[src/rtl/demux_rr_feeder_if.sv]
// Handshake/bus bundle between the byte source, the round-robin feeder
// and the sinks behind the 1-to-NCH demux.
interface demux_rr_feeder_if #(
   parameter int WIDTH = 8,
   parameter int SNUM  = 4
);
   localparam int NCH = 2 ** SNUM;

   logic             en;
   logic [NCH-1:0]   ch_mask;
   logic [WIDTH-1:0] in_data;
   logic             in_valid;
   logic             in_ready;
   logic [NCH-1:0]   ch_ready;
   logic [WIDTH-1:0] out_data;
   logic [SNUM-1:0]  out_sel;
   logic             out_valid;
   logic             burst_done;

   // source / sink side
   modport master (
      output en, ch_mask, in_data, in_valid, ch_ready,
      input  in_ready, out_data, out_sel, out_valid, burst_done
   );

   // feeder side
   modport slave (
      input  en, ch_mask, in_data, in_valid, ch_ready,
      output in_ready, out_data, out_sel, out_valid, burst_done
   );
endinterface

[src/rtl/demux_rr_feeder.sv]
// Round-robin burst feeder for the 1-to-NCH demux. Bytes accepted on a
// valid/ready handshake are sent in bursts of BURST_LEN to one enabled
// channel at a time; the selected sink's ready throttles the stream.
module demux_rr_feeder #(
   parameter int WIDTH     = 8,
   parameter int SNUM      = 4,
   parameter int BURST_LEN = 4
) (
   input logic             clk,
   input logic             rst_n,
   demux_rr_feeder_if.slave bus
);
   localparam int NCH = 2 ** SNUM;
   localparam int CW  = (BURST_LEN > 1) ? $clog2(BURST_LEN) : 1;

   typedef enum logic {IDLE = 1'b0, BURST = 1'b1} state_t;

   state_t          state, nstate;
   logic [SNUM-1:0] ptr;
   logic [SNUM-1:0] cur_ch;
   logic [CW-1:0]   beat_cnt;
   logic [SNUM-1:0] hit_ch;
   logic [SNUM-1:0] idx;
   logic            hit;
   logic            lock;
   logic            acc;
   logic            last;

   // Find the first enabled channel at or after ptr, wrapping mod NCH.
   // Descending scan so the smallest offset from ptr is written last.
   always_comb begin
      hit    = 1'b0;
      hit_ch = '0;
      idx    = '0;
      for (int i = NCH - 1; i >= 0; i--) begin
         idx = ptr + SNUM'(i);
         if (bus.ch_mask[idx]) begin
            hit    = 1'b1;
            hit_ch = idx;
         end
      end
   end

   assign lock = (state == IDLE) && bus.en && hit;
   assign acc  = bus.in_valid && bus.in_ready;
   assign last = (beat_cnt == CW'(BURST_LEN - 1));

   // State register.
   always_ff @(posedge clk or negedge rst_n) begin
      if (!rst_n) state <= IDLE;
      else        state <= nstate;
   end

   // Next state: a burst starts from IDLE when enabled with a live mask and
   // ends on its final accept, leaving one IDLE cycle between bursts.
   always_comb begin
      nstate = state;
      case (state)
         IDLE:    if (lock) nstate = BURST;
         BURST:   if (acc && last) nstate = IDLE;
         default: nstate = IDLE;
      endcase
   end

   // Output decode: accept only inside a burst when the output slot is free
   // or is being drained by the selected sink this cycle.
   always_comb begin
      bus.in_ready = (state == BURST) && (!bus.out_valid || bus.ch_ready[bus.out_sel]);
   end

   // Channel lock, beat counting and round-robin pointer advance.
   always_ff @(posedge clk or negedge rst_n) begin
      if (!rst_n) begin
         ptr      <= '0;
         cur_ch   <= '0;
         beat_cnt <= '0;
      end else begin
         if (lock) begin
            cur_ch   <= hit_ch;
            beat_cnt <= '0;
         end else if (acc) begin
            beat_cnt <= beat_cnt + 1'b1;
            if (last) ptr <= cur_ch + 1'b1;
         end
      end
   end

   // Output register: a new byte overwrites a taken one with no bubble;
   // a taken byte with nothing behind it empties the slot.
   always_ff @(posedge clk or negedge rst_n) begin
      if (!rst_n) begin
         bus.out_data   <= '0;
         bus.out_sel    <= '0;
         bus.out_valid  <= 1'b0;
         bus.burst_done <= 1'b0;
      end else begin
         bus.burst_done <= acc && last;
         if (acc) begin
            bus.out_data  <= bus.in_data;
            bus.out_sel   <= cur_ch;
            bus.out_valid <= 1'b1;
         end else if (bus.out_valid && bus.ch_ready[bus.out_sel]) begin
            bus.out_data  <= '0;
            bus.out_valid <= 1'b0;
         end
      end
   end
endmodule

[src/flat_wrapper.sv]
// flat-port wrapper written by rule: the top's interface ports become plain ports
module demux_rr_feeder_flat 
#(
   parameter int WIDTH     = 8,
   parameter int SNUM      = 4,
   parameter int BURST_LEN = 4
)
  (clk, rst_n, bus_en, bus_ch_mask, bus_in_data, bus_in_valid, bus_ch_ready, bus_in_ready, bus_out_data, bus_out_sel, bus_out_valid, bus_burst_done);
  demux_rr_feeder_if #(.WIDTH(WIDTH), .SNUM(SNUM)) bus_i ();
  input logic clk;
  input logic rst_n;
  input wire logic [$bits(bus_i.en)-1:0] bus_en;
  input wire logic [$bits(bus_i.ch_mask)-1:0] bus_ch_mask;
  input wire logic [$bits(bus_i.in_data)-1:0] bus_in_data;
  input wire logic [$bits(bus_i.in_valid)-1:0] bus_in_valid;
  input wire logic [$bits(bus_i.ch_ready)-1:0] bus_ch_ready;
  output wire logic [$bits(bus_i.in_ready)-1:0] bus_in_ready;
  output wire logic [$bits(bus_i.out_data)-1:0] bus_out_data;
  output wire logic [$bits(bus_i.out_sel)-1:0] bus_out_sel;
  output wire logic [$bits(bus_i.out_valid)-1:0] bus_out_valid;
  output wire logic [$bits(bus_i.burst_done)-1:0] bus_burst_done;
  assign bus_i.en = bus_en;
  assign bus_i.ch_mask = bus_ch_mask;
  assign bus_i.in_data = bus_in_data;
  assign bus_i.in_valid = bus_in_valid;
  assign bus_i.ch_ready = bus_ch_ready;
  assign bus_in_ready = bus_i.in_ready;
  assign bus_out_data = bus_i.out_data;
  assign bus_out_sel = bus_i.out_sel;
  assign bus_out_valid = bus_i.out_valid;
  assign bus_burst_done = bus_i.burst_done;
  demux_rr_feeder #(.WIDTH(WIDTH), .SNUM(SNUM), .BURST_LEN(BURST_LEN)) u_core (.clk(clk), .rst_n(rst_n), .bus(bus_i));
endmodule
[config.mk]
export PLATFORM = sky130hd
export DESIGN_NAME = demux_rr_feeder_flat
export DESIGN_NICKNAME = d
export VERILOG_FILES = /design/src/rtl/demux_rr_feeder_if.sv /design/src/rtl/demux_rr_feeder.sv /design/src/flat_wrapper.sv
export SDC_FILE = /design/constraint.sdc
export NUM_CORES = 1
export LEC_CHECK = 0
export CAP_MARGIN = 15
export CORE_UTILIZATION = 30
export DETAILED_ROUTE_END_ITERATION = 8
export DONT_BUFFER_PORTS = 1
export GPL_TIMING_DRIVEN = 0
export MAX_ROUTING_LAYER = met4
export PLACE_DENSITY = 0.55
export SYNTH_ARGS = -nofsm -noshare
export SYNTH_HDL_FRONTEND = slang
export SYNTH_SLANG_ARGS = --single-unit
[constraint.sdc]
create_clock -name clk -period 4 [get_ports clk]
set_input_delay 0.4 -clock clk [delete_from_list [all_inputs] [get_ports clk]]
set_output_delay 0.4 -clock clk [all_outputs]
set_load 0.01 [all_outputs]
Word-level counts from Yosys, hierarchy flattened
Cells that the tools add are included.
{ "totals": {"ff_bits": 25, "out_inout_bits": 15, "in_bits": 44} }
{ "op_classes": {"reduce_logical": 11, "n_bitwise": 2, "n_mux": 75, "order_cmp": 17, "eq_ne": 1, "addsub": 17} }
{ "op_table": {"columns": ["cell", "count"], "rows": [
  ["< comparator 4 x 5 -> 1 bit, second input constant", 17],
  ["binary-select mux 1 bit (select 4 bit)", 17],
  ["2-to-1 mux 4 bit", 16],
  ["2-to-1 mux 1 bit", 37],
  ["adder 4 bit, second input constant", 8],
  ["adder 4 x 3 -> 4 bit, second input constant", 4],
  ["2-to-1 mux 8 bit", 2],
  ["adder 4 x 1 -> 4 bit, second input constant", 2],
  ["adder 4 x 2 -> 4 bit, second input constant", 2],
  ["logical AND 1 bit", 6],
  ["2-to-1 mux 2 bit", 2],
  ["nonzero test 2 bit", 2],
  ["AND reduction 3 bit", 1],
  ["adder 2 x 1 -> 2 bit, second input constant", 1],
  ["equality test 2 bit, second input constant", 1],
  ["NOT 1 bit", 2],
  ["one-hot mux 1 bit (2 select lines)", 1],
  ["zero test 1 bit", 1],
  ["logical OR 1 bit", 1]
]} }

Depth between registers and ports, before layout
{ "logic_depth": {"depth_word": 22, "mapped_depth": 16, "mapped_depth_nobuf": 10} }

Worst setup path after synthesis
OpenSTA, ideal clock, no wires.
{ "synth_timing": {"path_type": "flip-flop to flip-flop", "startpoint": "reg u_core.ptr[1]", "endpoint": "reg u_core.cur_ch[2]", "path_stages_with_launch": 16, "t_required_ps": 3879, "t_arrival_ps": 3878, "path_slack_ps": 1, "cell_sequence": "dfrtp_1 > buf_2 > buf_2 > clkbuf_1 > inv_2 > ha_1 > buf_2 > buf_1 > mux4_2 > mux2_2 > mux2i_1 > nand4_1 > nor3_1 > a41oi_1 > buf_2 > o22a_1"} }
{ "synth_between": {"elab_chain_cells": 20, "word_cells_on_any_way": 80, "classes_between": "add/sub: 15; mux: 64; reduce/logical: 1"} }
{ "synth_rtl": {"columns": ["item", "line", "rtl"], "rows": [
  ["start: declaration", "demux_rr_feeder.sv:19", "logic [SNUM-1:0] ptr;"],
  ["start signal: assignment", "demux_rr_feeder.sv:83", "if (last) ptr <= cur_ch + 1'b1;"],
  ["adder 4 bit", "demux_rr_feeder.sv:36", "idx = ptr + SNUM'(i);"],
  ["binary-select mux 1 bit (select 4 bit)", "demux_rr_feeder.sv:37", "if (bus.ch_mask[idx]) begin"],
  ["2-to-1 mux 1 bit (not written as such)", "demux_rr_feeder.sv:37", null],
  ["2-to-1 mux 1 bit (16 in a row)", "demux_rr_feeder.sv:37", null],
  ["logical AND 1 bit", "demux_rr_feeder.sv:44", "assign lock = (state == IDLE) && bus.en && hit;"],
  ["end signal: assignment", "demux_rr_feeder.sv:79", "cur_ch <= hit_ch;"],
  ["end: declaration", "demux_rr_feeder.sv:20", "logic [SNUM-1:0] cur_ch;"]
]} }
Several ways; a longest one is shown, not always the timed one. The select of a mux whose other input is x is not followed.
A chain may end at the register's enable or synchronous reset.

Worst setup path after layout
{ "layout_timing": {"startpoint": "reg u_core.ptr[1]", "endpoint": "reg u_core.cur_ch[1]"} }
The elaborated chain is that of the path after synthesis.

==> impl_metrics.toml <==
[layout]
syn_to_final_growth_pct = 11.8
nets = 397
seq_area_sq_um = 626
n_antenna_cell = 0
final_util_pct = 34.9
multi_input_area_sq_um = 2600
finalInstanceArea_sq_um = 3640
nFillCells = 1064
drive_above_1_share_pct = 23.6
finalNonFillerCells = 479

[logic_synthesis]
synth_area_leaders = "mux4_2, dfrtp_1, mux2i_1, mux2_2, mux2_1"
ys_types = 56
synth-main-ff-cell = "dfrtp_1"
synthesis.instances = 337
synth-edff-count = 0
ys_async_sr_fraction_pct = 100
ys_warn_count = 0
synth_seq_cells = 25
synth_area_per_cell_sq_um = 9.65
syn_area_sq_um = 3250
syn_nets = 390
synth.largest_area_cell = "mux4_2"
synth-seq-area-share_pct = 19.2
synthDominantCellAreaShare_pct = 19.4

[critical_path]
cp_slowest_cell = "mux4_2"
path_buf_inv = 4
r2r_end = "u_core.cur_ch[1]$_DFFE_PN0P_"
crit_chain = "buf_6 > buf_12 > inv_2 > ha_1 > clkbuf_4 > mux2_1 > mux4_2 > and2_1 > a21o_1 > or3_1 > o221ai_1 > a31oi_1 > o22ai_1"
critical_path_required_ps = 4190
cp-start-kind = "flip-flop"
reg2reg_from = "u_core.ptr[1]$_DFFE_PN0P_"
reg2reg_slack_ps = 180
cp.arrival_ps = 4010
crit_path_start = "u_core.ptr[1]$_DFFE_PN0P_"
critical_path_class = "reg -> reg"
critPathTopFamily = "multiplexers"
crit_path_end_kind = "flip-flop"
reg2reg_depth = 13
critPathMaxStageDelay_ps = 580
path_max_fanout = 19
critPathCapture = "u_core.cur_ch[1]$_DFFE_PN0P_"
crit_cells = 13

[sta]
period_share_pct = 95.6
fin_crit_ps = 3820
max-slew-margin-rel_pct = 28.0
setup_viol = 0
worst_pin_slew_ps = 1070
drv_slew = 0
max_freq_mhz = 261
rsz0062_at_grt = "no"
whs_ps = 266
skew_ps = 4.56
hold_viol = 0

[clock_network]
cts_tree = "built"
clock_latency_ps = 270
cts_max_level = 1
cts_max_path_buffers = 2
clk_pin_slew_ps = 80
clock-root-buffer = "clkbuf_8"
cts_buffers = 3
clock_sinks = 25

[grt]
first_global_vias = 2846
antenna_found_initial = 0
grt_max_degree = 26
grt_overflow = 0
grtUsageTotal_pct = 18.6
grt_pass1_wl_mm = 16.0

[routing]
drtIter0Drc = 295
dr.pass1.iters = 5
route.met2.wl_mm = 4.76
viasPerCell = 6.08
vias = 2911
wl_met3_um = 629
top_layer_used = "met4"
drc = 0
routedWlPerCell_um = 21.1
drt-met1-wl_mm = 4.57
wirelength_mm = 10.1
final_antenna_net_count = 0

[floorplan]
die_width_um = 106
std_cell_rows = 37
start_util_pct = 31.2
pin_count = 59
dieHeight_um = 106
core_sq_um = 10400
dieArea_sq_um = 11300

[place]
place_congestion = 0.935
hpwl_mm = 7.95
numPlacedInstances = 473
place_area_sq_um = 3420
io_buffers = 0

[run]
drv_cap = 0

[status]
status = "finished, final reports clean"

[worst_hold_path]
hold_path.class = "in -> reg"
cell usage in the layout, fill, tap and decap left out, types with 11 or more instances in the layout:
cell type / n
dfrtp_1: 25
nor2_1: 31
nand2_1: 23
mux2i_1: 17
mux4_2: 28
mux2_2: 15
xnor2_1: 11
o21ai_0: 13
mux2_1: 11
a21oi_1: 12
registers in the layout (all words and copies together), names as in the netlist:
register and count:
u_core.beat_cnt 2, u_core.bus.out_data 8, u_core.ptr 4, u_core.state 1, u_core.bus.out_valid 1, u_core.bus.burst_done 1
u_core.cur_ch 4, u_core.bus.out_sel 4
cells by family after synthesis:
kind of cell	Yosys count	synth area share (%)
DFF	25	19.2
adders and majority gates	9	3.46
muxes	80	36.8
buffers and inverters	30	3.77
AOI/OAI and AO/OA	91	20.2
xor gates and xnor gates	16	4.31
and+or+nand+nor	86	12.2
timing repair:
action                                 in CTS  in global routing
gates resized for setup                    15                 18
endpoints found under the hold margin      25                  0
hold buffers                                2                  0
setup endpoints to repair                   7                  7
setup buffers                               0                  2
cell usage after synthesis, types with 6 or more instances:
| cell type | number |
|---|---|
| mux2_2 | 15 |
| dfrtp_1 | 25 |
| clkbuf_1 | 6 |
| o21ai_0 | 13 |
| mux2i_1 | 25 |
| a21oi_1 | 12 |
| xnor2_1 | 12 |
| mux4_2 | 28 |
| nand2_1 | 23 |
| buf_2 | 8 |
| nor2_1 | 32 |
| ha_1 | 9 |
| mux2_1 | 11 |
| a22o_1 | 10 |
| inv_1 | 6 |
metrics by stage:
| step | setup TNS, ps | worst slack (ps) |
|---|---|---|
| 6_report | 0 | 176 |
| 4_1_cts | 0 | 7.98 |
| 2_1_floorplan | 0 | 0.852 |
| 3_3_place_gp | -6800 | -1040 |
| 3_5_place_dp | -6610 | -1010 |
| 5_1_grt | 0 | 5.30 |
worst register-to-register path, cell delays in order (launching register included):
cell and delay, ps:
dfrtp_1 430, buf_6 180, buf_12 180, inv_2 140
ha_1 330, clkbuf_4 210, mux2_1 390, mux4_2 580
and2_1 230, a21o_1 220, or3_1 410, o221ai_1 220
a31oi_1 90, o22ai_1 150
cell type report:
type                    instances  area share, %
repair buffers                  4           1.24
well taps                     136           4.68
multi-input cells             282           71.4
clock inverters                 1          0.138
inverters                      12           1.27
plain buffers                  16           2.89
clock buffers                   3           1.14
flip-flops and latches         25           17.2
how the worst min path moves through the flow:
stage                   start                                  to  slack [ps]  depth (start not counted)
6_report       bus_in_data[2]  u_core.bus.out_data[2]$_DFFE_PN0P_         270                          1
3_3_place_gp            rst_n  u_core.bus.out_data[2]$_DFFE_PN0P_         100                          0
4_1_cts        bus_in_data[2]  u_core.bus.out_data[2]$_DFFE_PN0P_         260                          1
5_1_grt        bus_in_data[2]  u_core.bus.out_data[2]$_DFFE_PN0P_         250                          1
3_5_place_dp            rst_n   u_core.bus.out_sel[2]$_DFFE_PN0P_         100                          0
2_1_floorplan           rst_n      u_core.beat_cnt[0]$_DFFE_PN0P_         100                          0
metal layers:
metal,GRT usage (%),vias up
li1,-,1334
met1,25.5,1433
met2,27.8,128
met3,3.68,16
met4,4.86,0
met5,-,-
Power is left out: the tool's default activity adds up to more than one toggle a clock period on the data nets, which glitch-free logic cannot reach.
